File: config.mk
export PLATFORM = sky130hd
export DESIGN_NAME = channel_err_inj_flat
export DESIGN_NICKNAME = d
export VERILOG_FILES = /design/src/rtl/chan_pkg.sv /design/src/rtl/channel_err_inj_if.sv /design/src/rtl/lfsr16.sv /design/src/rtl/channel_err_inj.sv /design/src/flat_wrapper.sv
export SDC_FILE = /design/constraint.sdc
export NUM_CORES = 1
export LEC_CHECK = 0
export CAP_MARGIN = 20
export CELL_PAD_IN_SITES_DETAIL_PLACEMENT = 1
export CELL_PAD_IN_SITES_GLOBAL_PLACEMENT = 2
export CORE_MARGIN = 5
export CORE_UTILIZATION = 32
export DETAILED_ROUTE_END_ITERATION = 10
export PLACE_DENSITY = 0.84
export SYNTH_ARGS = -nofsm -noshare
export SYNTH_HDL_FRONTEND = slang
export SYNTH_SLANG_ARGS = --single-unit
File: constraint.sdc
create_clock -name clk -period 3.6 [get_ports clk]
set_input_delay 0.72 -clock clk [delete_from_list [all_inputs] [get_ports clk]]
set_output_delay 0.72 -clock clk [all_outputs]
set_load 0.01 [all_outputs]
File: src/rtl/chan_pkg.sv
`default_nettype none
// ============================================================================
//  Module   : chan_pkg
//  Purpose  : Shared types, constants and helpers for channel_err_inj.
//  Revision : 1.0  initial release
// ============================================================================
package chan_pkg;

   // Impairment mode selected at start.
   typedef enum logic [1:0] {
      PASS  = 2'b00,
      BURST = 2'b01,
      RAND  = 2'b10,
      RSVD  = 2'b11
   } mode_e;

   // Measurement-run controller states.
   typedef enum logic [1:0] {
      IDLE = 2'd0,
      RUN  = 2'd1,
      DONE = 2'd2
   } state_e;

   localparam logic [15:0] LFSR_TAPS = 16'hB400;

   // Number of set bits in a 2-bit value.
   function automatic logic [1:0] popcount2(input logic [1:0] v);
      return {1'b0, v[1]} + {1'b0, v[0]};
   endfunction

   // One right-shifting Galois step.
   function automatic logic [15:0] lfsr_step(input logic [15:0] v);
      return v[0] ? ((v >> 1) ^ LFSR_TAPS) : (v >> 1);
   endfunction

endpackage
`default_nettype wire

File: src/rtl/channel_err_inj_if.sv
`default_nettype none
// ============================================================================
//  Module   : channel_err_inj_if
//  Purpose  : Symbol stream and control/status bundle of the impairment stage.
//  Revision : 1.0  initial release
// ============================================================================
interface channel_err_inj_if;
   logic        start_i;
   logic [1:0]  mode_i;
   logic [7:0]  thresh_i;
   logic        valid_i;
   logic [1:0]  sym_i;
   logic        valid_o;
   logic [1:0]  sym_o;
   logic        busy_o;
   logic        done_o;
   logic [15:0] inj_ct_o;
   logic [15:0] bad_bit_ct_o;

   // Driver side: encoder / test controller.
   modport master (
      output start_i, mode_i, thresh_i, valid_i, sym_i,
      input  valid_o, sym_o, busy_o, done_o, inj_ct_o, bad_bit_ct_o
   );

   // The impairment stage itself.
   modport slave (
      input  start_i, mode_i, thresh_i, valid_i, sym_i,
      output valid_o, sym_o, busy_o, done_o, inj_ct_o, bad_bit_ct_o
   );
endinterface
`default_nettype wire

File: src/rtl/lfsr16.sv
`default_nettype none
// ============================================================================
//  Module   : lfsr16
//  Purpose  : 16-bit Galois LFSR with synchronous load; load and advance in
//             the same cycle yields one step from the seed.
//  Revision : 1.0  initial release
// ============================================================================
module lfsr16
   import chan_pkg::*;
#(
   parameter logic [15:0] RESET_VAL = 16'hACE1
) (
   input  wire logic        clk,
   input  wire logic        rst,
   input  wire logic        load,
   input  wire logic [15:0] seed,
   input  wire logic        advance,
   output      logic [15:0] q
);

   logic [15:0] q_q;

   // Shift register: load has priority, advancing from the seed if both.
   always_ff @(posedge clk or posedge rst) begin
      if (rst) begin
         q_q <= RESET_VAL;
      end else if (load) begin
         q_q <= advance ? lfsr_step(seed) : seed;
      end else if (advance) begin
         q_q <= lfsr_step(q_q);
      end
   end

   assign q = q_q;

endmodule
`default_nettype wire

File: src/rtl/channel_err_inj.sv
`default_nettype none
// ============================================================================
//  Module   : channel_err_inj
//  Purpose  : Registers encoder symbols and, during a measurement window,
//             XOR-corrupts selected symbols (burst or pseudo-random) while
//             counting corrupted symbols and flipped bits.
//  Revision : 1.0  initial release
// ============================================================================
module channel_err_inj #(
   parameter int          N         = 5,
   parameter int          BURST     = 8,
   parameter int          WINDOW    = 256,
   parameter logic [1:0]  ERR_MASK  = 2'b01,
   parameter logic [15:0] LFSR_SEED = 16'hACE1
) (
   input wire logic          clk,
   input wire logic          rst,
   channel_err_inj_if.slave  bus
);

   localparam int unsigned  c_burst_start_int = 2**N - BURST;
   localparam logic [N:0]   c_burst_start     = c_burst_start_int[N:0];
   localparam int unsigned  c_last_int        = WINDOW - 1;
   localparam logic [15:0]  c_last            = c_last_int[15:0];
   localparam logic [16:0]  c_pop             = {15'd0, chan_pkg::popcount2(ERR_MASK)};

   chan_pkg::state_e state_q;
   chan_pkg::mode_e  mode_q;
   logic [7:0]       thresh_q;
   logic [15:0]      sym_ct_q, sym_ct_d;
   logic [15:0]      inj_ct_q, inj_ct_d;
   logic [15:0]      bad_ct_q, bad_ct_d;
   logic             valid_q;
   logic [1:0]       sym_q;
   logic             busy_q, done_q;
   logic [15:0]      lfsr_q;

   chan_pkg::mode_e  w_mode;
   logic [7:0]       w_thresh;
   logic [15:0]      w_ct, w_lfsr, w_inj_base, w_bad_base;
   logic [16:0]      w_bad_sum;
   logic             w_accept, w_sym_valid, w_last, w_hit, w_corrupt;

   // Same-cycle start takes effect immediately: the coincident symbol is
   // index 0 and is judged with the new mode, threshold and seed.
   always_comb begin
      w_accept    = bus.start_i && (state_q != chan_pkg::RUN);
      w_mode      = w_accept ? chan_pkg::mode_e'(bus.mode_i) : mode_q;
      w_thresh    = w_accept ? bus.thresh_i : thresh_q;
      w_ct        = w_accept ? 16'd0 : sym_ct_q;
      w_lfsr      = w_accept ? LFSR_SEED : lfsr_q;
      w_sym_valid = bus.valid_i && ((state_q == chan_pkg::RUN) || w_accept);
      w_last      = w_sym_valid && (w_ct == c_last);

      w_hit = 1'b0;
      case (w_mode)
         chan_pkg::BURST: w_hit = ({1'b0, w_ct[N-1:0]} >= c_burst_start);
         chan_pkg::RAND:  w_hit = (w_lfsr[7:0] < w_thresh);
         default:         w_hit = 1'b0;
      endcase
      w_corrupt = w_sym_valid && w_hit;

      sym_ct_d   = w_sym_valid ? (w_ct + 16'd1) : w_ct;
      w_inj_base = w_accept ? 16'd0 : inj_ct_q;
      w_bad_base = w_accept ? 16'd0 : bad_ct_q;
      w_bad_sum  = {1'b0, w_bad_base} + c_pop;

      inj_ct_d = w_inj_base;
      bad_ct_d = w_bad_base;
      if (w_corrupt) begin
         if (w_inj_base != 16'hFFFF) inj_ct_d = w_inj_base + 16'd1;
         bad_ct_d = w_bad_sum[16] ? 16'hFFFF : w_bad_sum[15:0];
      end
   end

   // Run controller with registered busy/done flags.
   always_ff @(posedge clk or posedge rst) begin
      if (rst) begin
         state_q <= chan_pkg::IDLE;
         busy_q  <= 1'b0;
         done_q  <= 1'b0;
      end else begin
         case (state_q)
            chan_pkg::RUN: begin
               if (w_last) begin
                  state_q <= chan_pkg::DONE;
                  busy_q  <= 1'b0;
                  done_q  <= 1'b1;
               end
            end
            chan_pkg::IDLE, chan_pkg::DONE: begin
               if (w_accept) begin
                  state_q <= w_last ? chan_pkg::DONE : chan_pkg::RUN;
                  busy_q  <= !w_last;
                  done_q  <= w_last;
               end
            end
            default: begin
               state_q <= chan_pkg::IDLE;
               busy_q  <= 1'b0;
               done_q  <= 1'b0;
            end
         endcase
      end
   end

   // Symbol register, run counters and latched run configuration.
   always_ff @(posedge clk or posedge rst) begin
      if (rst) begin
         valid_q  <= 1'b0;
         sym_q    <= 2'b00;
         sym_ct_q <= 16'd0;
         inj_ct_q <= 16'd0;
         bad_ct_q <= 16'd0;
         mode_q   <= chan_pkg::PASS;
         thresh_q <= 8'd0;
      end else begin
         valid_q  <= bus.valid_i;
         sym_q    <= w_corrupt ? (bus.sym_i ^ ERR_MASK) : bus.sym_i;
         sym_ct_q <= sym_ct_d;
         inj_ct_q <= inj_ct_d;
         bad_ct_q <= bad_ct_d;
         mode_q   <= w_mode;
         thresh_q <= w_thresh;
      end
   end

   lfsr16 #(
      .RESET_VAL (LFSR_SEED)
   ) u_lfsr (
      .clk     (clk),
      .rst     (rst),
      .load    (w_accept),
      .seed    (LFSR_SEED),
      .advance (w_sym_valid),
      .q       (lfsr_q)
   );

   assign bus.valid_o      = valid_q;
   assign bus.sym_o        = sym_q;
   assign bus.busy_o       = busy_q;
   assign bus.done_o       = done_q;
   assign bus.inj_ct_o     = inj_ct_q;
   assign bus.bad_bit_ct_o = bad_ct_q;

endmodule
`default_nettype wire

File: src/flat_wrapper.sv
// flat-port wrapper written by rule: the top's interface ports become plain ports
module channel_err_inj_flat 
#(
   parameter int          N         = 5,
   parameter int          BURST     = 8,
   parameter int          WINDOW    = 256,
   parameter logic [1:0]  ERR_MASK  = 2'b01,
   parameter logic [15:0] LFSR_SEED = 16'hACE1
)
  (clk, rst, bus_start_i, bus_mode_i, bus_thresh_i, bus_valid_i, bus_sym_i, bus_valid_o, bus_sym_o, bus_busy_o, bus_done_o, bus_inj_ct_o, bus_bad_bit_ct_o);
  channel_err_inj_if bus_i ();
  input wire logic clk;
  input wire logic rst;
  input wire logic [$bits(bus_i.start_i)-1:0] bus_start_i;
  input wire logic [$bits(bus_i.mode_i)-1:0] bus_mode_i;
  input wire logic [$bits(bus_i.thresh_i)-1:0] bus_thresh_i;
  input wire logic [$bits(bus_i.valid_i)-1:0] bus_valid_i;
  input wire logic [$bits(bus_i.sym_i)-1:0] bus_sym_i;
  output wire logic [$bits(bus_i.valid_o)-1:0] bus_valid_o;
  output wire logic [$bits(bus_i.sym_o)-1:0] bus_sym_o;
  output wire logic [$bits(bus_i.busy_o)-1:0] bus_busy_o;
  output wire logic [$bits(bus_i.done_o)-1:0] bus_done_o;
  output wire logic [$bits(bus_i.inj_ct_o)-1:0] bus_inj_ct_o;
  output wire logic [$bits(bus_i.bad_bit_ct_o)-1:0] bus_bad_bit_ct_o;
  assign bus_i.start_i = bus_start_i;
  assign bus_i.mode_i = bus_mode_i;
  assign bus_i.thresh_i = bus_thresh_i;
  assign bus_i.valid_i = bus_valid_i;
  assign bus_i.sym_i = bus_sym_i;
  assign bus_valid_o = bus_i.valid_o;
  assign bus_sym_o = bus_i.sym_o;
  assign bus_busy_o = bus_i.busy_o;
  assign bus_done_o = bus_i.done_o;
  assign bus_inj_ct_o = bus_i.inj_ct_o;
  assign bus_bad_bit_ct_o = bus_i.bad_bit_ct_o;
  channel_err_inj #(.N(N), .BURST(BURST), .WINDOW(WINDOW), .ERR_MASK(ERR_MASK), .LFSR_SEED(LFSR_SEED)) u_core (.clk(clk), .rst(rst), .bus(bus_i));
endmodule
---- Word-level counts from Yosys, hierarchy flattened ----
Cells that the tools add are included.
storage, ports and cells
  flip-flop bits (word level) ............. 81
  output and inout bits ................... 37
  word-level logic and storage cells ...... 64
  bits of input ports ..................... 16
cells by class
  bitwise gates (word level) .............. 2
  mux-type cells .......................... 27
  equality and inequality tests ........... 9
  $add $sub $neg .......................... 3
  reductions and logical operators ........ 10
  order comparisons ....................... 2
operators by type and width
  kind                                                       count
  2-to-1 mux 16 bit                                          11
  adder 16 x 1 -> 16 bit (second input constant)             2
  adder 16 x 1 -> 17 bit (second input constant)             1
  equality test 16 x 8 -> 1 bit (second input constant)      1
  2-to-1 mux 8 bit                                           2
  inequality test 16 bit (second input constant)             1
  2-to-1 mux 15 bit                                          1
  less-than comparator 8 bit                                 1
  2-to-1 mux 2 bit                                           4
  case mux 1 bit (2 select lines)                            3
  greater-or-equal comparator 5 bit (second input constant)  1
  2-to-1 mux 1 bit                                           5
  equality test 2 x 1 -> 1 bit (second input constant)       2
  equality test 2 bit (second input constant)                2
  logical AND 1 bit                                          4
  inequality test 2 x 1 -> 1 bit (second input constant)     2
  NOT 3 -> 4 bit                                             1
  case mux 2 bit (2 select lines)                            1
  zero test 2 bit                                            1
  inequality test 2 bit (second input constant)              1
  AND reduction 2 bit                                        1
  nonzero test 2 bit                                         1
  OR reduction 2 bit                                         1
  zero test 1 bit                                            1
  other kinds (2)                                            2

---- Depth between registers and ports, before layout ----
  depth in word-level cells ............... 8
  mapped depth ............................ 16
  depth with buffers taken out ............ 11

---- Cells and area by module ----
Synthesis repeated with hierarchy kept, for this count alone.
unflattened totals
  cells, all modules ...................... 417
  area total of the unflattened synthesis .. 4414.2 µm²
modules (own cells, without submodules)
  module           times used  area each (µm²)  cells each  seq. area each (µm²)
  channel_err_inj  1           3488.3           374         1601.5
  lfsr16           1           925.9            43          410.4

---- Worst setup path before layout ----
OpenSTA, ideal clock, no wires.
  kind .................................... input-to-reg
  from .................................... input bus_start_i
  to ...................................... register u_core.inj_ct_q[14], in the netlist u_core.bus.inj_ct_o[14]
  cell stages on the path ................. 14
  path slack .............................. -258 ps
  setup time .............................. 78 ps
  data arrival time ....................... 3780 ps
  buffers on the path ..................... 3
  data required time ...................... 3522 ps
  cells stage by stage .................... clkinv_1 -> nor2_1 -> buf_1 -> clkbuf_1 -> nand2_1 -> nand2_1 -> inv_1 -> ha_1 -> a2111oi_4 -> o2111ai_2 -> a211o_1 -> buf_6 -> or4_1 -> a21oi_1
between the ends
  cells in the longest elaborated chain, start to end .. 6
  elaborated cells on any way between the ends .. 18
  classes of those cells .................. add/sub: 1; order compare: 2; eq/ne: 3; mux: 8; reduce/logical: 4
ends and longest elaborated chain
  item                             line                    RTL
  start: declaration               flat_wrapper.sv:14      input wire logic [$bits(bus_i.start_i)-1:0] bus_start_i;
  logical AND 1 bit                channel_err_inj.sv:47   w_accept = bus.start_i && (state_q != chan_pkg::RUN);
  2-to-1 mux 8 bit                 channel_err_inj.sv:49   w_thresh = w_accept ? bus.thresh_i : thresh_q;
  via u_core.w_thresh[1]           channel_err_inj.sv:39   logic [7:0] w_thresh;
  less-than comparator 8 bit       channel_err_inj.sv:58   chan_pkg::RAND: w_hit = (w_lfsr[7:0] < w_thresh);
  case mux 1 bit (2 select lines)  channel_err_inj.sv:56   case (w_mode)
  logical AND 1 bit                channel_err_inj.sv:61   w_corrupt = w_sym_valid && w_hit;
  2-to-1 mux 16 bit                channel_err_inj.sv:70   if (w_corrupt) begin
  via u_core.inj_ct_d[14]          channel_err_inj.sv:31   logic [15:0] inj_ct_q, inj_ct_d;
  end signal: assignment           channel_err_inj.sv:121  inj_ct_q <= inj_ct_d;
  end: declaration                 channel_err_inj.sv:31
The timed path passes the listed nets, and every way through them passes these cells.
A chain may end at the register's enable or synchronous reset.

---- Worst setup path in the final report ----
  from .................................... input bus_start_i
  to ...................................... register u_core.bad_ct_q[12], in the netlist u_core.bus.bad_bit_ct_o[12]
between the ends
  cells in the longest elaborated chain, start to end .. 6
  elaborated cells on any way between the ends .. 17
  classes of those cells .................. add/sub: 1; order compare: 2; eq/ne: 2; mux: 8; reduce/logical: 4
ends and longest elaborated chain
  item                                                            line                    RTL
  logical AND 1 bit *                                             channel_err_inj.sv:47
  branches (longest 4 deep; another with adder 16 x 1 -> 17 bit)  -
  2-to-1 mux 16 bit *                                             channel_err_inj.sv:70
  via u_core.bad_ct_d[12]                                         channel_err_inj.sv:32   logic [15:0] bad_ct_q, bad_ct_d;
  end signal: assignment                                          channel_err_inj.sv:122  bad_ct_q <= bad_ct_d;
  end: declaration                                                channel_err_inj.sv:32
Mark *: on every way through the listed nets, which the timed path passes.

==> results_dict.tcl <==
set metrics [dict create \
    drtIter0Drc 226 \
    wl_per_cell_microns 18.77 \
    worst_slew_pin_slew_ns 0.6209 \
    synthXorXnorAreaFrac_pct 4.409 \
    num_io_pins 53 \
    post-route-min-period_ns 3.510 \
    worstPathRequired_ns 3.83 \
    clockRootBuffer "clkbuf_16" \
    setup_violations 0 \
    routed_wl_mm 13.16 \
    stdcell_count 701 \
    fin_ws_ns 0.09043 \
    yosysMostFrequentCell "dfrtp_1" \
    worst_path_most_repeated_cell "buf_4" \
    fin_util_pct 44.41 \
    synth_nets 457 \
    synthCells 428 \
    fin_worst_skew_ns 0.009683 \
    hpwl_mm 9.048 \
    worstSetupStartpoint "bus_start_i" \
    vias 3741 \
    port-buffer-count 52 \
    htree_num_levels 3 \
    crit_path_max_incr_delay_ns 0.44 \
    timing.rr.start "u_core.bus.done_o" \
    final_cell_area_sq_mm 0.005650 \
    synth_mux_area_share_pct 4.709 \
    synth-seq-cells 80 \
    power.density_mw_per_mm2 478.0 \
    synthTopCellsByArea "dfrtp_1 (43%), dfstp_2 (5.0%), nand2_1 (5.0%)" \
    post-place-ws_ns -0.4783 \
    core-area_sq_mm 0.01272 \
    path_buf_inv 7 \
    rows 41 \
    hp-start "u_core.thresh_q[1]" \
    cap_violations 0 \
    final_nets 553 \
    drive_gt1_share_pct 19.09 \
    synth_top_area_share_pct 43.19 \
    slowest_stage "clkdlybuf4s50_1" \
    max-vdd-ir-drop_uv 195.9 \
    postSynth.asyncResetShare_pct 100.0 \
    path_max_fanout 6 \
    vias_per_cell 5.337 \
    dpl_cell_area_sq_mm 0.005204 \
    grt_max_degree 56 \
    start_util_pct 32.79 \
    critPathTopFamily "buffers and inverters" \
    antenna_found_initial 0 \
    leakage_nw 2.383 \
    hold_path.class "register to register" \
    die_w_microns 124.2 \
    dieArea_sq_mm 0.01542 \
    dr.pass1.iters 4 \
    critical_path_class "input pin to register" \
    drv_slew 0 \
    antenna_cells 0 \
    place_inst 683 \
    start_kind "input pin" \
    syn_avg_cell_area_sq_um 9.746 \
    switchingPower_mw 0.7967 \
    relSlewSlack_pct 58.17 \
    sw_frac_of_total_pct 29.50 \
    finalCritPeriodShare_pct 97.49 \
    synth_cell_types 54 \
    die_h_microns 124.2 \
    ys_top_cells_by_count "dfrtp_1 (72), nand2_1 (56), nor2_1 (33)" \
    clk_path_buf_depth 2 \
    cts_inserted_buffers 9 \
    hold_viol 0 \
    cp.arrival_ns 3.74 \
    routabilityCongestion 0.7945 \
    fmax_mhz 284.9 \
    synth_edf_count 0 \
    p_int_mw 1.904 \
    area_delta_synth_final_pct 35.45 \
    grt_pass1_wl_mm 20.70 \
    grt_overflow 0 \
    nFillCells 1475 \
    grt_pass1_vias 3992 \
    ys.flop_type "dfrtp_1" \
    synth_compound_area_share_pct 14.25 \
    cts_tree "yes" \
    synth_top_family_by_area "simple AND/OR/NAND/NOR gates" \
    clockPowerShare_pct 35.1 \
    status "finished clean" \
    synth_top_cell_by_area "dfrtp_1" \
    yosys.area_share.simple_pct 20.79 \
    synthAdderAreaFrac_pct 3.899 \
    clk_latency_ns 0.34 \
    seq_area_frac_synth_pct 48.23 \
    clkSinkCount 80 \
    pwr-share-seq_pct 42.8 \
    clkTransAtPathRegs_ns 0.06 \
    critPathCaptureType "register" \
    cp_cell_sequence "clkdlybuf4s50_1 > inv_2 > nor2_4 > buf_4 > buf_4 > nor2_2 > inv_1 > ha_1 > a21o_1 > nand3_2 > a32oi_4 > buf_4 > a2111oi_2 > buf_4 > a21oi_1 > a31o_2" \
    p_comb_share_pct 22.1 \
    synth_warnings 0 \
    synth_area_sq_mm 0.004172 \
    ant_nets 0 \
    drc 0 \
    grt_use_total_pct 17.26 \
]
## per-layer routing
| layer | global-route usage (%) | vias up | part of all wire, % |
|---|---|---|---|
| li1 | - | 1741 | - |
| met1 | 22.84 | 1913 | 46 |
| met2 | 28.55 | 74 | 49 |
| met3 | 3.996 | 13 | 3.7 |
| met4 | 4.449 | 0 | 1.5 |
| met5 | 0 | - | 0 |
## worst register-to-register path, cell delays in order, from the launching register on
cell and delay [ns]:
dfrtp_1 0.42, nor2b_1 0.35, nor2_4 0.07, buf_4 0.17
buf_4 0.16, nor2_2 0.11, inv_1 0.07, ha_1 0.31
a21o_1 0.21, nand3_2 0.13, a32oi_4 0.16, buf_4 0.21
a2111oi_2 0.43, buf_4 0.19, a21oi_1 0.06, a31o_2 0.22
## sequential cells by signal (all words and copies together), names as in the netlist
name	count
u_core.state_q	1
u_core.thresh_q	8
u_core.mode_q	2
u_core.bus.bad_bit_ct_o	16
u_core.bus.valid_o	1
u_core.bus.busy_o	1
u_core.u_lfsr.q	16
u_core.bus.done_o	1
u_core.bus.sym_o	2
u_core.sym_ct_q	16
u_core.bus.inj_ct_o	16
## area by class of cell
cell class	count	area, sq um	share of cell area, %
clock buffer	13	260.3	4.606
clock inverter	3	40.04	0.7086
inverter	20	76.32	1.351
multi-input combinational	312	2146	37.98
sequential	80	2012	35.61
tap	172	215.2	3.809
timing repair buffer	101	900.9	15.94
## power groups by stage
stage	Combinational, mW	Clock, mW	Sequential [mW]
2_1_floorplan	0.325	0	1.14
3_3_place_gp	0.515	0	1.16
4_1_cts	0.561	0.966	1.15
5_1_grt	0.652	1.01	1.17
6_report	0.597	0.947	1.16
3_5_place_dp	0.551	0	1.17
## placed cells by master (no fill, tap or decap), types with 8 or more instances in the layout
master / count
a21oi_1: 24
and2_1: 11
buf_4: 48
clkbuf_16: 9
clkdlybuf4s50_1: 52
dfrtp_1: 72
dfstp_2: 8
ha_1: 12
inv_1: 18
mux2i_1: 11
nand2_1: 55
nand3_1: 18
nand4_1: 14
nor2_1: 31
o21ai_0: 15
xnor2_1: 11
xor2_1: 10
## final timing paths
path | end | slack [ns] | cells past startpoint
setup / recovery | u_core.bus.bad_bit_ct_o[12] | 0.09 | 16
hold / removal | u_core.thresh_q[1] | 0.49 | 2
setup reg to reg | u_core.bus.bad_bit_ct_o[12] | 0.22 | 15
hold reg to reg | u_core.thresh_q[1] | 0.49 | 2
max in group asynchronous | u_core.u_lfsr.q[5] | 2.17 | 3
min in group asynchronous | u_core.bus.bad_bit_ct_o[11] | 0.71 | 2
## cell families (layout without fill, tap and decap cells)
group | count (synthesis) | in the layout
AND/OR/NAND/NOR | 174 | 174
AO/OA/AOI/OAI | 84 | 85
flip-flops | 80 | 80
buffers and inverters | 37 | 137
XOR/XNOR | 21 | 21
multiplexers | 19 | 19
adder cells (fa/ha/maj) | 13 | 13
## repair_timing
item	CTS	global route
endpoints found under the setup margin	16	26
cloned	0	1
pin swaps	1	5
endpoints found under the hold margin	0	0
buffers inserted	0	1
gates resized for setup	6	20
hold buffers	0	0
## through the flow
step | hold WS [ns] | TNS, ns | power (mW)
after floorplan | 0.4407 | 0 | 1.467
after global placement | 0.4623 | -4.504 | 1.672
after detailed placement | 0.4820 | -8.885 | 1.718
after CTS | 0.4973 | 0 | 2.681
after global routing | 0.5197 | -0.02370 | 2.835
final | 0.4910 | 0 | 2.701
No activity file was read; power rests on OpenSTA's default activity.
